[src/rtl/rr_ex_pr_pkg.sv]
// rr_ex_pkg: field widths and the packed RR->EX bundle shared by the
// pipeline register, its interface and anything that inspects the stage.
package rr_ex_pkg;

    localparam int PC_W   = 32;
    localparam int CTRL_W = 7;
    localparam int IDX_W  = 3;
    localparam int DATA_W = 32;
    localparam int LEN_W  = 3;

    // Everything that travels from RR into EX for one instruction.
    typedef struct packed {
        logic              valid;
        logic [PC_W-1:0]   pc;
        logic [CTRL_W-1:0] ctrl;
        logic [IDX_W-1:0]  dst_idx;
        logic [DATA_W-1:0] src1;
        logic [DATA_W-1:0] src2;
        logic [LEN_W-1:0]  len;
    } rr_ex_bundle_t;

    // A bubble is fully zero, data fields included.
    localparam rr_ex_bundle_t RR_EX_BUBBLE = '0;

endpackage

[src/rtl/rr_ex_pr_if.sv]
// rr_ex_pr_if: RR-side inputs and EX-side registered outputs of the
// RR/EX pipeline register. The producer/observer uses master, the
// register itself uses slave.
interface rr_ex_pr_if #(
    parameter int PC_W   = rr_ex_pkg::PC_W,
    parameter int CTRL_W = rr_ex_pkg::CTRL_W,
    parameter int IDX_W  = rr_ex_pkg::IDX_W,
    parameter int DATA_W = rr_ex_pkg::DATA_W,
    parameter int LEN_W  = rr_ex_pkg::LEN_W
);
    logic [LEN_W-1:0]  instr_length_in;
    logic [PC_W-1:0]   pc_in;
    logic [CTRL_W-1:0] ctrl_in;
    logic [IDX_W-1:0]  dst_idx_in;
    logic [DATA_W-1:0] src1_in;
    logic [DATA_W-1:0] src2_in;
    logic              valid_in;

    logic [LEN_W-1:0]  instr_length_out;
    logic [PC_W-1:0]   pc_out;
    logic [CTRL_W-1:0] ctrl_out;
    logic [IDX_W-1:0]  dst_idx_out;
    logic [DATA_W-1:0] src1_out;
    logic [DATA_W-1:0] src2_out;
    logic              valid_out;

    modport master (
        output instr_length_in, pc_in, ctrl_in, dst_idx_in, src1_in, src2_in, valid_in,
        input  instr_length_out, pc_out, ctrl_out, dst_idx_out, src1_out, src2_out, valid_out
    );

    modport slave (
        input  instr_length_in, pc_in, ctrl_in, dst_idx_in, src1_in, src2_in, valid_in,
        output instr_length_out, pc_out, ctrl_out, dst_idx_out, src1_out, src2_out, valid_out
    );
endinterface

[src/rtl/rr_ex_pr_field_reg.sv]
// pr_field_reg: W-bit register with synchronous clear (highest priority)
// and load enable. Clear is used for both reset and flush.
module pr_field_reg #(
    parameter int W = 1
) (
    input  logic         clk,
    input  logic         clr,
    input  logic         en,
    input  logic [W-1:0] d,
    output logic [W-1:0] q
);

    // Clear beats enable, so a flush during a stall still squashes.
    always_ff @(posedge clk) begin
        if (clr)
            q <= '0;
        else if (en)
            q <= d;
    end

endmodule

[src/rtl/rr_ex_pr.sv]
// rr_ex_pr: RR -> EX pipeline register with stall (hold) and flush
// (load an all-zero bubble). Priority: rst > flush > stall > load.
// Optional build macro RR_EX_PR_PERF_EN adds saturating stall/flush
// event counters on stall_cnt_out / flush_cnt_out.
module rr_ex_pr
    import rr_ex_pkg::*;
#(
    parameter int PC_W   = rr_ex_pkg::PC_W,
    parameter int CTRL_W = rr_ex_pkg::CTRL_W,
    parameter int IDX_W  = rr_ex_pkg::IDX_W,
    parameter int DATA_W = rr_ex_pkg::DATA_W,
    parameter int LEN_W  = rr_ex_pkg::LEN_W
) (
    input  logic        clk,
    input  logic        rst,
    input  logic        stall,
    input  logic        flush,
    rr_ex_pr_if.slave   bus
`ifdef RR_EX_PR_PERF_EN
    ,
    output logic [31:0] stall_cnt_out,
    output logic [31:0] flush_cnt_out
`endif
);

    logic clr;
    logic en;

    // Reset and flush both produce a bubble; stall only gates the load.
    assign clr = rst | flush;
    assign en  = ~stall;

    pr_field_reg #(.W(PC_W)) u_pc (
        .clk(clk), .clr(clr), .en(en), .d(bus.pc_in), .q(bus.pc_out)
    );

    pr_field_reg #(.W(CTRL_W)) u_ctrl (
        .clk(clk), .clr(clr), .en(en), .d(bus.ctrl_in), .q(bus.ctrl_out)
    );

    pr_field_reg #(.W(IDX_W)) u_dst (
        .clk(clk), .clr(clr), .en(en), .d(bus.dst_idx_in), .q(bus.dst_idx_out)
    );

    pr_field_reg #(.W(DATA_W)) u_src1 (
        .clk(clk), .clr(clr), .en(en), .d(bus.src1_in), .q(bus.src1_out)
    );

    pr_field_reg #(.W(DATA_W)) u_src2 (
        .clk(clk), .clr(clr), .en(en), .d(bus.src2_in), .q(bus.src2_out)
    );

    pr_field_reg #(.W(LEN_W)) u_len (
        .clk(clk), .clr(clr), .en(en), .d(bus.instr_length_in), .q(bus.instr_length_out)
    );

    pr_field_reg #(.W(1)) u_valid (
        .clk(clk), .clr(clr), .en(en), .d(bus.valid_in), .q(bus.valid_out)
    );

`ifdef RR_EX_PR_PERF_EN
    localparam logic [31:0] CNT_MAX = 32'hFFFF_FFFF;

    logic [31:0] stall_cnt_reg;
    logic [31:0] flush_cnt_reg;

    // Count effective stalls (not overridden by flush) and flushes; saturate.
    always_ff @(posedge clk) begin
        if (rst) begin
            stall_cnt_reg <= '0;
            flush_cnt_reg <= '0;
        end else begin
            if (stall && !flush && stall_cnt_reg != CNT_MAX)
                stall_cnt_reg <= stall_cnt_reg + 32'd1;
            if (flush && flush_cnt_reg != CNT_MAX)
                flush_cnt_reg <= flush_cnt_reg + 32'd1;
        end
    end

    assign stall_cnt_out = stall_cnt_reg;
    assign flush_cnt_out = flush_cnt_reg;
`endif

endmodule

[src/flat_wrapper.sv]
// flat-port wrapper written by rule: the top's interface ports become plain ports
module rr_ex_pr_flat import rr_ex_pkg::*;
#(
    parameter int PC_W   = rr_ex_pkg::PC_W,
    parameter int CTRL_W = rr_ex_pkg::CTRL_W,
    parameter int IDX_W  = rr_ex_pkg::IDX_W,
    parameter int DATA_W = rr_ex_pkg::DATA_W,
    parameter int LEN_W  = rr_ex_pkg::LEN_W
)
  (clk, rst, stall, flush, bus_instr_length_in, bus_pc_in, bus_ctrl_in, bus_dst_idx_in, bus_src1_in, bus_src2_in, bus_valid_in, bus_instr_length_out, bus_pc_out, bus_ctrl_out, bus_dst_idx_out, bus_src1_out, bus_src2_out, bus_valid_out);
  rr_ex_pr_if #(.PC_W(PC_W), .CTRL_W(CTRL_W), .IDX_W(IDX_W), .DATA_W(DATA_W), .LEN_W(LEN_W)) bus_i ();
  input  logic clk;
  input  logic rst;
  input  logic stall;
  input  logic flush;
  input wire logic [$bits(bus_i.instr_length_in)-1:0] bus_instr_length_in;
  input wire logic [$bits(bus_i.pc_in)-1:0] bus_pc_in;
  input wire logic [$bits(bus_i.ctrl_in)-1:0] bus_ctrl_in;
  input wire logic [$bits(bus_i.dst_idx_in)-1:0] bus_dst_idx_in;
  input wire logic [$bits(bus_i.src1_in)-1:0] bus_src1_in;
  input wire logic [$bits(bus_i.src2_in)-1:0] bus_src2_in;
  input wire logic [$bits(bus_i.valid_in)-1:0] bus_valid_in;
  output wire logic [$bits(bus_i.instr_length_out)-1:0] bus_instr_length_out;
  output wire logic [$bits(bus_i.pc_out)-1:0] bus_pc_out;
  output wire logic [$bits(bus_i.ctrl_out)-1:0] bus_ctrl_out;
  output wire logic [$bits(bus_i.dst_idx_out)-1:0] bus_dst_idx_out;
  output wire logic [$bits(bus_i.src1_out)-1:0] bus_src1_out;
  output wire logic [$bits(bus_i.src2_out)-1:0] bus_src2_out;
  output wire logic [$bits(bus_i.valid_out)-1:0] bus_valid_out;
  assign bus_i.instr_length_in = bus_instr_length_in;
  assign bus_i.pc_in = bus_pc_in;
  assign bus_i.ctrl_in = bus_ctrl_in;
  assign bus_i.dst_idx_in = bus_dst_idx_in;
  assign bus_i.src1_in = bus_src1_in;
  assign bus_i.src2_in = bus_src2_in;
  assign bus_i.valid_in = bus_valid_in;
  assign bus_instr_length_out = bus_i.instr_length_out;
  assign bus_pc_out = bus_i.pc_out;
  assign bus_ctrl_out = bus_i.ctrl_out;
  assign bus_dst_idx_out = bus_i.dst_idx_out;
  assign bus_src1_out = bus_i.src1_out;
  assign bus_src2_out = bus_i.src2_out;
  assign bus_valid_out = bus_i.valid_out;
  rr_ex_pr #(.PC_W(PC_W), .CTRL_W(CTRL_W), .IDX_W(IDX_W), .DATA_W(DATA_W), .LEN_W(LEN_W)) u_core (.clk(clk), .rst(rst), .stall(stall), .flush(flush), .bus(bus_i));
endmodule
[config.mk]
export PLATFORM = sky130hd
export DESIGN_NAME = rr_ex_pr_flat
export DESIGN_NICKNAME = d
export VERILOG_FILES = /design/src/rtl/rr_ex_pr_pkg.sv /design/src/rtl/rr_ex_pr_if.sv /design/src/rtl/rr_ex_pr_field_reg.sv /design/src/rtl/rr_ex_pr.sv /design/src/flat_wrapper.sv
export SDC_FILE = /design/constraint.sdc
export NUM_CORES = 1
export LEC_CHECK = 0
export BUFFER_PORTS_ARGS = -buffer_cell sky130_fd_sc_hd__buf_2
export CORE_ASPECT_RATIO = 2
export CORE_MARGIN = 4
export CORE_UTILIZATION = 30
export DETAILED_ROUTE_END_ITERATION = 7
export GPL_ROUTABILITY_DRIVEN = 0
export PLACE_DENSITY = 0.58
export SLEW_MARGIN = 20
export SYNTH_ARGS = -nofsm -noshare
export SYNTH_HDL_FRONTEND = slang
export SYNTH_HIERARCHICAL = 1
export SYNTH_SLANG_ARGS = --single-unit
export TNS_END_PERCENT = 1
[constraint.sdc]
create_clock -name clk -period 3.2 [get_ports clk]
set_input_delay 0.32 -clock clk [delete_from_list [all_inputs] [get_ports clk]]
set_output_delay 0.32 -clock clk [all_outputs]
set_load 0.03 [all_outputs]
# ---- Word level (Yosys, flattened, before mapping)
# Cells that the tools add are included.
# W data, S select, Z words.
dict set report totals {
  ff_bits 110
  in_bits 114
  output_inout_bits 110
  elab_cells 8
}
dict set report op_classes {
  bitwise_logic 1
}
# operator count
set ops {}
lappend ops {{$or A1 B1 Y1} 1}

# ---- Logic depth before layout (Yosys ltp)
dict set report depth {
  ltp_word 1
  mapped_depth 5
}

# ---- Hierarchy
# Netlist, hierarchy kept.
# mod instances cells_each area_per_inst_um2 seq_area_each_um2
set modules_own_cells {}
lappend modules_own_cells {{pr_field_reg (u_core.u_pc ...)} 3 103 1163.6 640.6}
lappend modules_own_cells {{pr_field_reg (u_core.u_ctrl)} 1 22 247.7 140.1}
lappend modules_own_cells {{pr_field_reg (u_core.u_dst ...)} 2 9 101.3 60.1}
lappend modules_own_cells {{pr_field_reg (u_core.u_valid)} 1 3 33.8 20.0}
lappend modules_own_cells {rr_ex_pr 1 2 10.0 0.0}

# ---- Least setup slack after synthesis
# No wires, ideal clock.
dict set report synth_timing {
  kind {in2reg}
  from {input rst}
  to {register u_core.u_pc.q[0]}
  setup_time_ns 0.128
  t_arrival_ns 1.210
  required_ns 3.072
  path_slack_ns 1.863
  stages 3
  path_buffers 1
  path_cell_list {or2_1 clkbuf_1 nor2_1}
}
dict set report synth_via {
  elab_chain_cells 1
}
# item line_no
set synth_rtl {}
lappend synth_rtl {{start, declared} flat_wrapper.sv:13} ;# input logic rst;
lappend synth_rtl {{$or A1 B1 Y1} rr_ex_pr.sv:30} ;# assign clr = rst | flush;
lappend synth_rtl {{end signal, assigned} rr_ex_pr_field_reg.sv:16} ;# q <= '0;
lappend synth_rtl {{end signal, assigned} rr_ex_pr_field_reg.sv:18} ;# q <= d;
lappend synth_rtl {{end, declared} rr_ex_pr_field_reg.sv:10} ;# output logic [W-1:0] q
# No other way between the ends.
# A chain may end at the register's enable or synchronous reset.

==> results.json <==
{
  "mostFrequentLayoutCells": "223 x buf_2, 110 x mux2i_1, 110 x nor2_1, 110 x dfxtp_1, 9 x clkbuf_16",
  "insertion_delay_ps": 330,
  "post-route-period-util": 0.430,
  "grt_pass1_vias": 3342,
  "clock.fmax_mhz": 726,
  "mostFrequentLayoutCell": "buf_2",
  "ant_nets": 0,
  "status": "completed",
  "core-area_um2": 13000,
  "num_rows": 59,
  "hold_path_class": "in2reg",
  "worstPathRequired_ps": 3410,
  "via_count": 3192,
  "cp_num_cells": 5,
  "hold_viol": 0,
  "yosysUniqueCellTypes": 8,
  "drive_gt1_frac": 0.423,
  "yosysWarnings": 6,
  "htreeDepth": 3,
  "post_cts_buffers": 0,
  "worstPathCellList": "buf_2 > inv_6 > buf_4 > mux2i_1 > nor2_1",
  "tns_ps": 0,
  "maxCapViolCount": 0,
  "clk_pin_slew_worst_paths_ps": 80,
  "crit_path_end_kind": "flop",
  "cts_inserted_buffers": 9,
  "dieArea_um2": 15300,
  "period_needed_ps": 1380,
  "cts_tree": "done",
  "cts-root-buf": "clkbuf_16",
  "peakVddDrop_uv": 291,
  "met3_length_um": 840,
  "grt_usage": 0.132,
  "hp-start": "bus_ctrl_in[2]",
  "critPathSlowestCell": "buf_4",
  "grt_pass1_wl_mm": 15.7,
  "critPathMaxStageDelay_ps": 480,
  "worstHoldPathCells": 3,
  "max_slew_margin": 0.641,
  "highest_layer": "met4",
  "worstSetupStartpointType": "input port",
  "crit_path_start": "stall",
  "n_antenna_cell": 0,
  "cts_sinks": 110,
  "grt_overflow": 0,
  "nNetsFinal": 683,
  "ys_seq_area_frac": 0.553,
  "wire_per_inst_um": 14.6,
  "path_buf_inv": 3,
  "synth-seq-cells": 110,
  "port_buffers": 223,
  "cpLargestDelayFamily": "buffers and inverters",
  "first_pass_iters": 4,
  "synthCells": 354,
  "drc": 0,
  "worstPathArrival_ps": 1580,
  "power.leakage_nw": 2.90,
  "dpl_cell_area_um2": 5090,
  "cts_hold_buffers": 0,
  "start_util": 0.307,
  "netlist_area_um2": 3990,
  "cts_buffer_depth": 2,
  "maxSlewViolCount": 0,
  "fillers": 1305,
  "synth.avg_cell_area_um2": 11.3,
  "dp_hpwl_mm": 8.06,
  "routed_wl_mm": 10.6,
  "stdcell_area_um2": 5400,
  "setup_violations": 0,
  "antenna_found_initial": 0,
  "synth_fp_nets": 468,
  "die_y_um": 171,
  "fin_worst_skew_ps": 0,
  "p_per_area_nw_per_um2": 547,
  "worstReg2RegStart": "u_core/u_src1/q[22]",
  "route.met2.wl_mm": 5.86,
  "worstSetupPathType": "in2reg",
  "rsz0062_at_grt": "false",
  "die_w_um": 89.5,
  "drt-initial-drc-count": 97,
  "drt-vias-per-instance": 4.40,
  "syn_to_final_growth_pct": 35.6,
  "worst_slew_pin_slew_ps": 539,
  "critPathMaxFanout": 36,
  "met1Wirelength_mm": 3.57,
  "cts_resized": 0,
  "ioPinCount": 224,
  "grt_start_max_net_pins": 66,
  "rr_worst_depth": 2
}
sequential cells by signal, summed over array words and instances, names as in the netlist:
signal,cells
u_core/u_ctrl/q,7
u_core/u_len/q,3
u_core/u_src2/q,32
u_core/u_valid/q,1
u_core/u_dst/q,3
u_core/u_src1/q,32
u_core/u_pc/q,32
final cells by class:
| cell class | instances | area (um2) | area share |
|---|---|---|---|
| sequential | 110 | 2200 | 0.408 |
| multi-input combinational | 221 | 1520 | 0.282 |
| timing repair buffer | 226 | 1170 | 0.217 |
| clock buffer | 11 | 243 | 0.0449 |
| tap | 152 | 190 | 0.0352 |
| clock inverter | 5 | 65.1 | 0.0120 |
| inverter | 1 | 8.76 | 0.00162 |
synthesized netlist by cell type:
master,count,share of area
inv_1,1,0.00094
mux2i_1,110,0.28
nor2_1,110,0.10
or2_1,1,0.0016
clkbuf_1,9,0.0085
buf_12,9,0.045
buf_6,4,0.011
dfxtp_1,110,0.55
kinds of logic (layout without fill, tap and decap cells):
group / after synthesis / count (layout) / share of synthesized area
simple gates: 111 / 111 / 0.105
mux: 110 / 110 / 0.276
flops: 110 / 110 / 0.553
buf+inv: 23 / 243 / 0.0659
worst register-to-register path: stages (launching register included):
cell and delay, ps:
dfxtp_1 330, mux2i_1 160, nor2_1 50
worst paths after layout:
kind                                             to  slack, ps
worst max-delay path               u_core/u_pc/q[9]       1820
worst max register to register  u_core/u_src1/q[22]       2550
worst min register to register  u_core/u_src1/q[14]        490
worst min-delay path             u_core/u_ctrl/q[2]        210
per-layer routing:
metal  track usage  vias to the layer above
li1              -                     1591
met1         0.126                     1439
met2         0.248                      138
met3        0.0337                       24
met4        0.0687                        0
met5             0                        -
power breakdown:
| group | leakage, nW | switching, W | internal, W | total (W) |
|---|---|---|---|---|
| sequential | 0.896 | 0.0000230 | 0.00141 | 0.00144 |
| clock | 0.151 | 0.000504 | 0.000638 | 0.00114 |
| combinational | 1.85 | 0.000221 | 0.000154 | 0.000375 |
per-stage QoR:
step,utilization,power (W),hold slack (ps),instances,setup WS (ps)
floorplan,-,0.00173,467,354,1860
global placement,0.390,0.00184,467,709,1480
detailed placement,0.392,0.00185,478,710,1460
CTS,0.416,0.00301,192,726,1830
global route,0.416,0.00309,205,726,1730
finish,0.416,0.00295,212,726,1820
No activity file was read; power rests on OpenSTA's default activity.
